--- config.mk ---
export PLATFORM = sky130hd
export DESIGN_NAME = psram_arb
export DESIGN_NICKNAME = d
export VERILOG_FILES = /design/src/rtl/psram_arb.sv
export SDC_FILE = /design/constraint.sdc
export NUM_CORES = 1
export LEC_CHECK = 0
export ABC_CLOCK_PERIOD_IN_PS = 13200
export BUFFER_PORTS_ARGS = -buffer_cell sky130_fd_sc_hd__buf_2
export CAP_MARGIN = 0
export CORE_AREA = 10 10 169 171
export CTS_CLUSTER_SIZE = 20
export DETAILED_ROUTE_END_ITERATION = 10
export DIE_AREA = 0 0 179 181
export SYNTH_ARGS = -nofsm -noshare
export SYNTH_HDL_FRONTEND = slang
export SYNTH_SLANG_ARGS = --single-unit
--- constraint.sdc ---
create_clock -name clk_i -period 13.2 [get_ports clk_i]
set_clock_uncertainty 0.05 [all_clocks]
set_input_delay 1.98 -clock clk_i [delete_from_list [all_inputs] [get_ports clk_i]]
set_output_delay 1.98 -clock clk_i [all_outputs]
set_load 0.005 [all_outputs]
--- src/rtl/psram_arb.sv ---
// Round-robin arbiter and single-outstanding transaction sequencer in front of the PSRAM core.
// One request is granted at a time, issued over valid/ready, and answered with a one-cycle response.
module psram_arb #(
    parameter int unsigned NUM_REQ  = 2,
    parameter int unsigned TO_WIDTH = 16,
    localparam int unsigned IDW     = $clog2(NUM_REQ)
) (
    input  logic                  clk_i,
    input  logic                  rst_i,
    input  logic                  en_i,
    input  logic [TO_WIDTH-1:0]   timeout_i,
    input  logic [NUM_REQ-1:0]    req_valid_i,
    output logic [NUM_REQ-1:0]    req_ready_o,
    input  logic [2*NUM_REQ-1:0]  req_op_i,
    input  logic [32*NUM_REQ-1:0] req_addr_i,
    input  logic [64*NUM_REQ-1:0] req_wdata_i,
    output logic [NUM_REQ-1:0]    rsp_valid_o,
    output logic [63:0]           rsp_rdata_o,
    output logic                  rsp_err_o,
    output logic                  core_valid_o,
    input  logic                  core_ready_i,
    output logic [1:0]            core_op_o,
    output logic [31:0]           core_addr_o,
    output logic [63:0]           core_wdata_o,
    input  logic                  core_done_i,
    input  logic [63:0]           core_rdata_i,
    output logic                  core_abort_o,
    output logic                  busy_o,
    output logic [IDW-1:0]        gnt_id_o
);

    localparam logic [1:0] OP_READ    = 2'b00;
    localparam logic [1:0] OP_ILLEGAL = 2'b11;

    typedef enum logic [1:0] {
        S_IDLE  = 2'd0,
        S_ISSUE = 2'd1,
        S_WAIT  = 2'd2,
        S_RESP  = 2'd3
    } state_t;

    state_t                state_q, state_d;
    logic [IDW-1:0]        last_gnt_q, last_gnt_d;
    logic [IDW-1:0]        gnt_id_q, gnt_id_d;
    logic [TO_WIDTH-1:0]   cnt_q, cnt_d;
    logic [1:0]            op_q, op_d;
    logic [31:0]           addr_q, addr_d;
    logic [63:0]           wdata_q, wdata_d;
    logic [NUM_REQ-1:0]    rsp_valid_q, rsp_valid_d;
    logic [63:0]           rsp_rdata_q, rsp_rdata_d;
    logic                  rsp_err_q, rsp_err_d;
    logic                  core_valid_q, core_valid_d;
    logic                  core_abort_q, core_abort_d;
    logic                  busy_q, busy_d;

    logic                  win_found;
    logic [IDW-1:0]        win_id;
    logic [1:0]            win_op;
    logic [31:0]           win_addr;
    logic [63:0]           win_wdata;
    logic                  to_hit;

    // Round-robin search starting one past the last requester served
    always_comb begin
        int unsigned idx;
        idx       = 0;
        win_found = 1'b0;
        win_id    = '0;
        for (int unsigned i = 0; i < NUM_REQ; i++) begin
            idx = (32'(last_gnt_q) + 32'd1 + i) % NUM_REQ;
            if (!win_found && req_valid_i[IDW'(idx)]) begin
                win_found = 1'b1;
                win_id    = IDW'(idx);
            end
        end
    end

    assign win_op    = req_op_i[32'(win_id) * 2 +: 2];
    assign win_addr  = req_addr_i[32'(win_id) * 32 +: 32];
    assign win_wdata = req_wdata_i[32'(win_id) * 64 +: 64];
    assign to_hit    = (timeout_i != '0) && (cnt_q == timeout_i - TO_WIDTH'(1));

    always_comb begin
        state_d      = state_q;
        last_gnt_d   = last_gnt_q;
        gnt_id_d     = gnt_id_q;
        cnt_d        = cnt_q;
        op_d         = op_q;
        addr_d       = addr_q;
        wdata_d      = wdata_q;
        rsp_valid_d  = '0;
        rsp_rdata_d  = rsp_rdata_q;
        rsp_err_d    = rsp_err_q;
        core_valid_d = core_valid_q;
        core_abort_d = 1'b0;
        req_ready_o  = '0;

        case (state_q)
            S_IDLE: begin
                if (en_i && win_found && !rst_i) begin
                    req_ready_o[win_id] = 1'b1;
                    gnt_id_d = win_id;
                    op_d     = win_op;
                    addr_d   = win_addr;
                    wdata_d  = win_wdata;
                    if (win_op == OP_ILLEGAL) begin
                        // Illegal ops are answered directly without touching the core
                        state_d             = S_RESP;
                        rsp_valid_d[win_id] = 1'b1;
                        rsp_err_d           = 1'b1;
                        rsp_rdata_d         = '0;
                    end else begin
                        state_d      = S_ISSUE;
                        core_valid_d = 1'b1;
                    end
                end
            end
            S_ISSUE: begin
                if (core_ready_i) begin
                    state_d      = S_WAIT;
                    core_valid_d = 1'b0;
                    cnt_d        = '0;
                end
            end
            S_WAIT: begin
                // Completion takes priority over a timeout landing in the same cycle
                if (core_done_i) begin
                    state_d               = S_RESP;
                    rsp_valid_d[gnt_id_q] = 1'b1;
                    rsp_err_d             = 1'b0;
                    rsp_rdata_d           = (op_q == OP_READ) ? core_rdata_i : '0;
                end else if (to_hit) begin
                    state_d               = S_RESP;
                    rsp_valid_d[gnt_id_q] = 1'b1;
                    rsp_err_d             = 1'b1;
                    rsp_rdata_d           = '0;
                    core_abort_d          = 1'b1;
                end else begin
                    cnt_d = cnt_q + TO_WIDTH'(1);
                end
            end
            S_RESP: begin
                last_gnt_d = gnt_id_q;
                state_d    = S_IDLE;
            end
            default: state_d = S_IDLE;
        endcase

        busy_d = (state_d != S_IDLE);
    end

    always_ff @(posedge clk_i or posedge rst_i) begin
        if (rst_i) begin
            state_q      <= S_IDLE;
            last_gnt_q   <= IDW'(NUM_REQ - 1);
            gnt_id_q     <= '0;
            cnt_q        <= '0;
            op_q         <= '0;
            addr_q       <= '0;
            wdata_q      <= '0;
            rsp_valid_q  <= '0;
            rsp_rdata_q  <= '0;
            rsp_err_q    <= 1'b0;
            core_valid_q <= 1'b0;
            core_abort_q <= 1'b0;
            busy_q       <= 1'b0;
        end else begin
            state_q      <= state_d;
            last_gnt_q   <= last_gnt_d;
            gnt_id_q     <= gnt_id_d;
            cnt_q        <= cnt_d;
            op_q         <= op_d;
            addr_q       <= addr_d;
            wdata_q      <= wdata_d;
            rsp_valid_q  <= rsp_valid_d;
            rsp_rdata_q  <= rsp_rdata_d;
            rsp_err_q    <= rsp_err_d;
            core_valid_q <= core_valid_d;
            core_abort_q <= core_abort_d;
            busy_q       <= busy_d;
        end
    end

    assign rsp_valid_o  = rsp_valid_q;
    assign rsp_rdata_o  = rsp_rdata_q;
    assign rsp_err_o    = rsp_err_q;
    assign core_valid_o = core_valid_q;
    assign core_op_o    = op_q;
    assign core_addr_o  = addr_q;
    assign core_wdata_o = wdata_q;
    assign core_abort_o = core_abort_q;
    assign busy_o       = busy_q;
    assign gnt_id_o     = gnt_id_q;

endmodule

==> out/results.tsv <==
stage	metric	value	unit
logic_synthesis	area leader, netlist	sky130_fd_sc_hd__dfrtp_1	
cts	# Post-CTS Setup Buffers	0	
placement	final HPWL from detailed placement	25400	um
grt	initial antenna violation count	6	
cts	clock buffers created by TritonCTS	17	
logic_synthesis	Synth top area share	54.9	%
cells_and_area	Post-Layout Inst Area	11600	um^2
cts	Clock Latency Late Sink	420	ps
detailed_routing	Post-route DRC	0	
detailed_routing	detailed-route wire length per cell	19.8	um
cts	number of resized instances in the post-cts repair step	0	
placement	Port Buffers	453	
cts	clock-pin slew of the registers on the worst-case setup and hold paths	80	ps
timing	slack of the critical path	7720	ps
logic_synthesis	number of flops mapped to enable cells by yosys	0	
logic_synthesis	Mapped Cells	904	
cells_and_area	area of combinational cells with multiple inputs	3500	um^2
placement	cell count after placement	1633	
floorplanning	area of the die	32400	um^2
power_and_ir_drop	cell-internal power	1.44	mW
power_and_ir_drop	PnR Total Power	2.25	mW
timing	actual slew at the worst max-slew pin	1130	ps
timing	setup repair after global routing missed its margin	no	
cells_and_area	Layout Nets	1608	
timing	aggregate negative setup slack	0	ps
hold_path	Hold Path Cell Cnt	1	
floorplanning	Die Wd	179	um
detailed_routing	total wirelength of the detailed-routed design	33000	um
logic_synthesis	FF+latch count, synth	188	
logic_synthesis	Synth Net Count	1190	
power_and_ir_drop	P_sw	0.807	mW
cts	Max Root-Sink Buffers	2	
worst_setup_path	startpoint class of the critical path	primary input	
worst_setup_path	Crit Reg-Reg Endpoint	rsp_rdata_o[26]	
logic_synthesis	Yosys Warn Count	0	
worst_setup_path	Worst Setup End Kind	primary output	
hold_path	source of the worst hold timing path	rsp_rdata_o[9]	
worst_setup_path	worst setup path category	primary input to primary output	
cells_and_area	sequential cell area in the final layout	4710	um^2
logic_synthesis	prevailing post-synth register cell	sky130_fd_sc_hd__dfrtp_1	
grt	pin count of the biggest net entering global routing	116	
flow_run	number of max-cap violations	0	
cells_and_area	layout cell share with drive strength beyond 1	37.8	%
cells_and_area	synth-to-layout area growth	36.7	%
power_and_ir_drop	clock network fraction of total power	24.2	%
detailed_routing	number of vias in the routed layout	8394	
outcome	result of the run	complete, no violations	
timing	Max Transition Viols Final	0	
hold_path	sink of the worst hold path	rsp_rdata_o[9]	
logic_synthesis	average cell area after synthesis	9.43	um^2
power_and_ir_drop	maximum ir drop on the vdd rail	0.105	mV
floorplanning	Initial Utilization	34.0	%
detailed_routing	length of the first detailed-routing pass in iterations	5	
cts	number of buffers inserted by hold repair at cts	0	
worst_setup_path	worst-case reg-to-reg path depth	9	
logic_synthesis	cells taking the most area after synthesis	sky130_fd_sc_hd__dfrtp_1, sky130_fd_sc_hd__nand2_1, sky130_fd_sc_hd__a31oi_1, sky130_fd_sc_hd__a22o_1, sky130_fd_sc_hd__nor2_1	
floorplanning	Die H	181	um
timing	time the final worst path needs with I/O delays and setup	5480	ps
worst_setup_path	maximum fanout count along the critical path	75	
timing	final hold viol count	0	
worst_setup_path	required time reported for the critical path endpoint	11170	ps
detailed_routing	routed via count divided by cell count	5.02	
power_and_ir_drop	net switching share of the total power	35.9	%
cts	clock tree from TritonCTS	built	
placement	placed inst area	11000	um^2
detailed_routing	violation count after the first detailed-route iteration	462	
hold_path	worst min-delay path class	flip-flop to flip-flop	
power_and_ir_drop	Flop pwr share	41.6	%
grt	global-route total usage across every layer	19.4	%
cells_and_area	filler cell count	2494	
logic_synthesis	top post-synthesis cells by count	sky130_fd_sc_hd__nand2_1, sky130_fd_sc_hd__dfrtp_1, sky130_fd_sc_hd__nor2_1	
logic_synthesis	netlist area before placement	8520	um^2
power_and_ir_drop	total power divided by cell area	193	nW/um^2
power_and_ir_drop	total leakage power	5.87	nW
timing	Setup Viol. Count Final	0	
placement	Final Wtd Congestion	0.843	
floorplanning	number of top-level pins	454	
timing	maximum clock frequency	183	MHz
cells_and_area	utilization after layout	46.5	%
worst_setup_path	startpoint of the worst register-to-register path	cnt_q[10]	
power_and_ir_drop	combinational fraction of design power	34.2	%
placement	worst setup slack before clock tree synthesis	7400	ps
worst_setup_path	Data arrival, critical path	3450	ps
logic_synthesis	sequential area share after synthesis	55.2	%
logic_synthesis	post-synthesis async set-or-reset flop share	100	%
detailed_routing	remaining antenna violation count after routing	0	
logic_synthesis	number of library cell types mapped by synthesis	52	
cells_and_area	number of cells in the finished layout apart from fillers	1672	
timing	post-route fraction of the period consumed by the critical path	41.5	%
grt	vias in the first global route	8331	
timing	worst relative slew slack	24.9	%
logic_synthesis	most frequent cell after synthesis	sky130_fd_sc_hd__nand2_1	
grt	total congestion overflow	0	
cts	number of H-tree levels	4	
grt	first-pass GRT wire length	49300	um
timing	post-route worst hold slack	444	ps
cts	number of sinks on the clock net	188	
cts	CTS Root Cell	sky130_fd_sc_hd__clkbuf_16	
worst_setup_path	R2R setup slack	9950	ps
floorplanning	FP Rows	58	
floorplanning	placeable core area	25000	um^2
[layout by cell type (no fill, tap or decap), drive strengths merged, types with 8 or more instances in the layout]
cell type | netlist | layout
a21oi | 11 | 11
a22o | 64 | 64
a31oi | 99 | 99
buf | 12 | 463
clkbuf | 52 | 18
dfrtp | 187 | 187
inv | 10 | 17
nand2 | 221 | 221
nand3 | 11 | 11
nor2 | 112 | 112
o211ai | 9 | 9
o21ai | 14 | 14
xnor2 | 8 | 8
xor2 | 9 | 9
[worst max-delay path, stage by stage]
cell and delay, ps:
sky130_fd_sc_hd__buf_2 130, sky130_fd_sc_hd__inv_8 340, sky130_fd_sc_hd__o211ai_1 260, sky130_fd_sc_hd__nand2b_1 290, sky130_fd_sc_hd__nor2_1 170, sky130_fd_sc_hd__buf_2 170
[cells by family after synthesis]
group	synth area share, %
flip-flops	55.2
AND/OR/NAND/NOR	20.1
adder cells (fa/ha/maj)	0.440
XOR/XNOR	1.75
multiplexers	0.352
buffers and inverters	4.01
AO/OA/AOI/OAI	18.1
[layer usage]
metal  vias up  global-route usage [%]  share of wire (%)
met5         -                       0                  0
li1       4031                       -                  -
met4         0                    4.80                1.9
met2       341                    33.2                 50
met1      3991                    22.0                 38
met3        31                    7.61                 11
[how the worst max path moves through the flow]
| stage | from | endpoint | slack [ps] | cells after the start |
|---|---|---|---|---|
| global route | rst_i | req_ready_o[1] | 7480 | 6 |
| CTS | rst_i | req_ready_o[1] | 7660 | 6 |
| global placement | timeout_i[5] | rsp_rdata_o[53] | 7480 | 10 |
| detailed placement | timeout_i[5] | rsp_rdata_o[20] | 7400 | 10 |
| finish | rst_i | req_ready_o[1] | 7720 | 6 |
| floorplan | rst_i | req_ready_o[1] | 4110 | 4 |
[final cells by class]
class	instances	share of cell area, %
clock inverter	14	1.70
sequential	188	40.4
timing repair buffer	463	20.1
multi-input combinational	642	30.0
clock buffer	18	3.68
antenna	7	0.150
inverter	10	0.387
tap	330	3.54
[power groups by stage]
stage | logic, mW | clock network (mW) | registers [mW]
after floorplan | 0.380 | 0 | 0.948
after global placement | 0.778 | 0 | 0.942
after detailed placement | 0.788 | 0 | 0.944
after CTS | 0.787 | 0.560 | 0.937
after global routing | 0.861 | 0.586 | 0.966
final | 0.769 | 0.545 | 0.936
[state kept, by name, indices dropped and copies added, names as in the netlist]
name,flops
core_op_o,2
rsp_rdata_o,64
gnt_id_o,1
state_q,2
core_abort_o,1
last_gnt_q,1
cnt_q,16
rsp_valid_o,2
core_wdata_o,64
rsp_err_o,1
busy_o,1
core_addr_o,32
core_valid_o,1
Note: power is estimated with default switching activity, not from simulation.
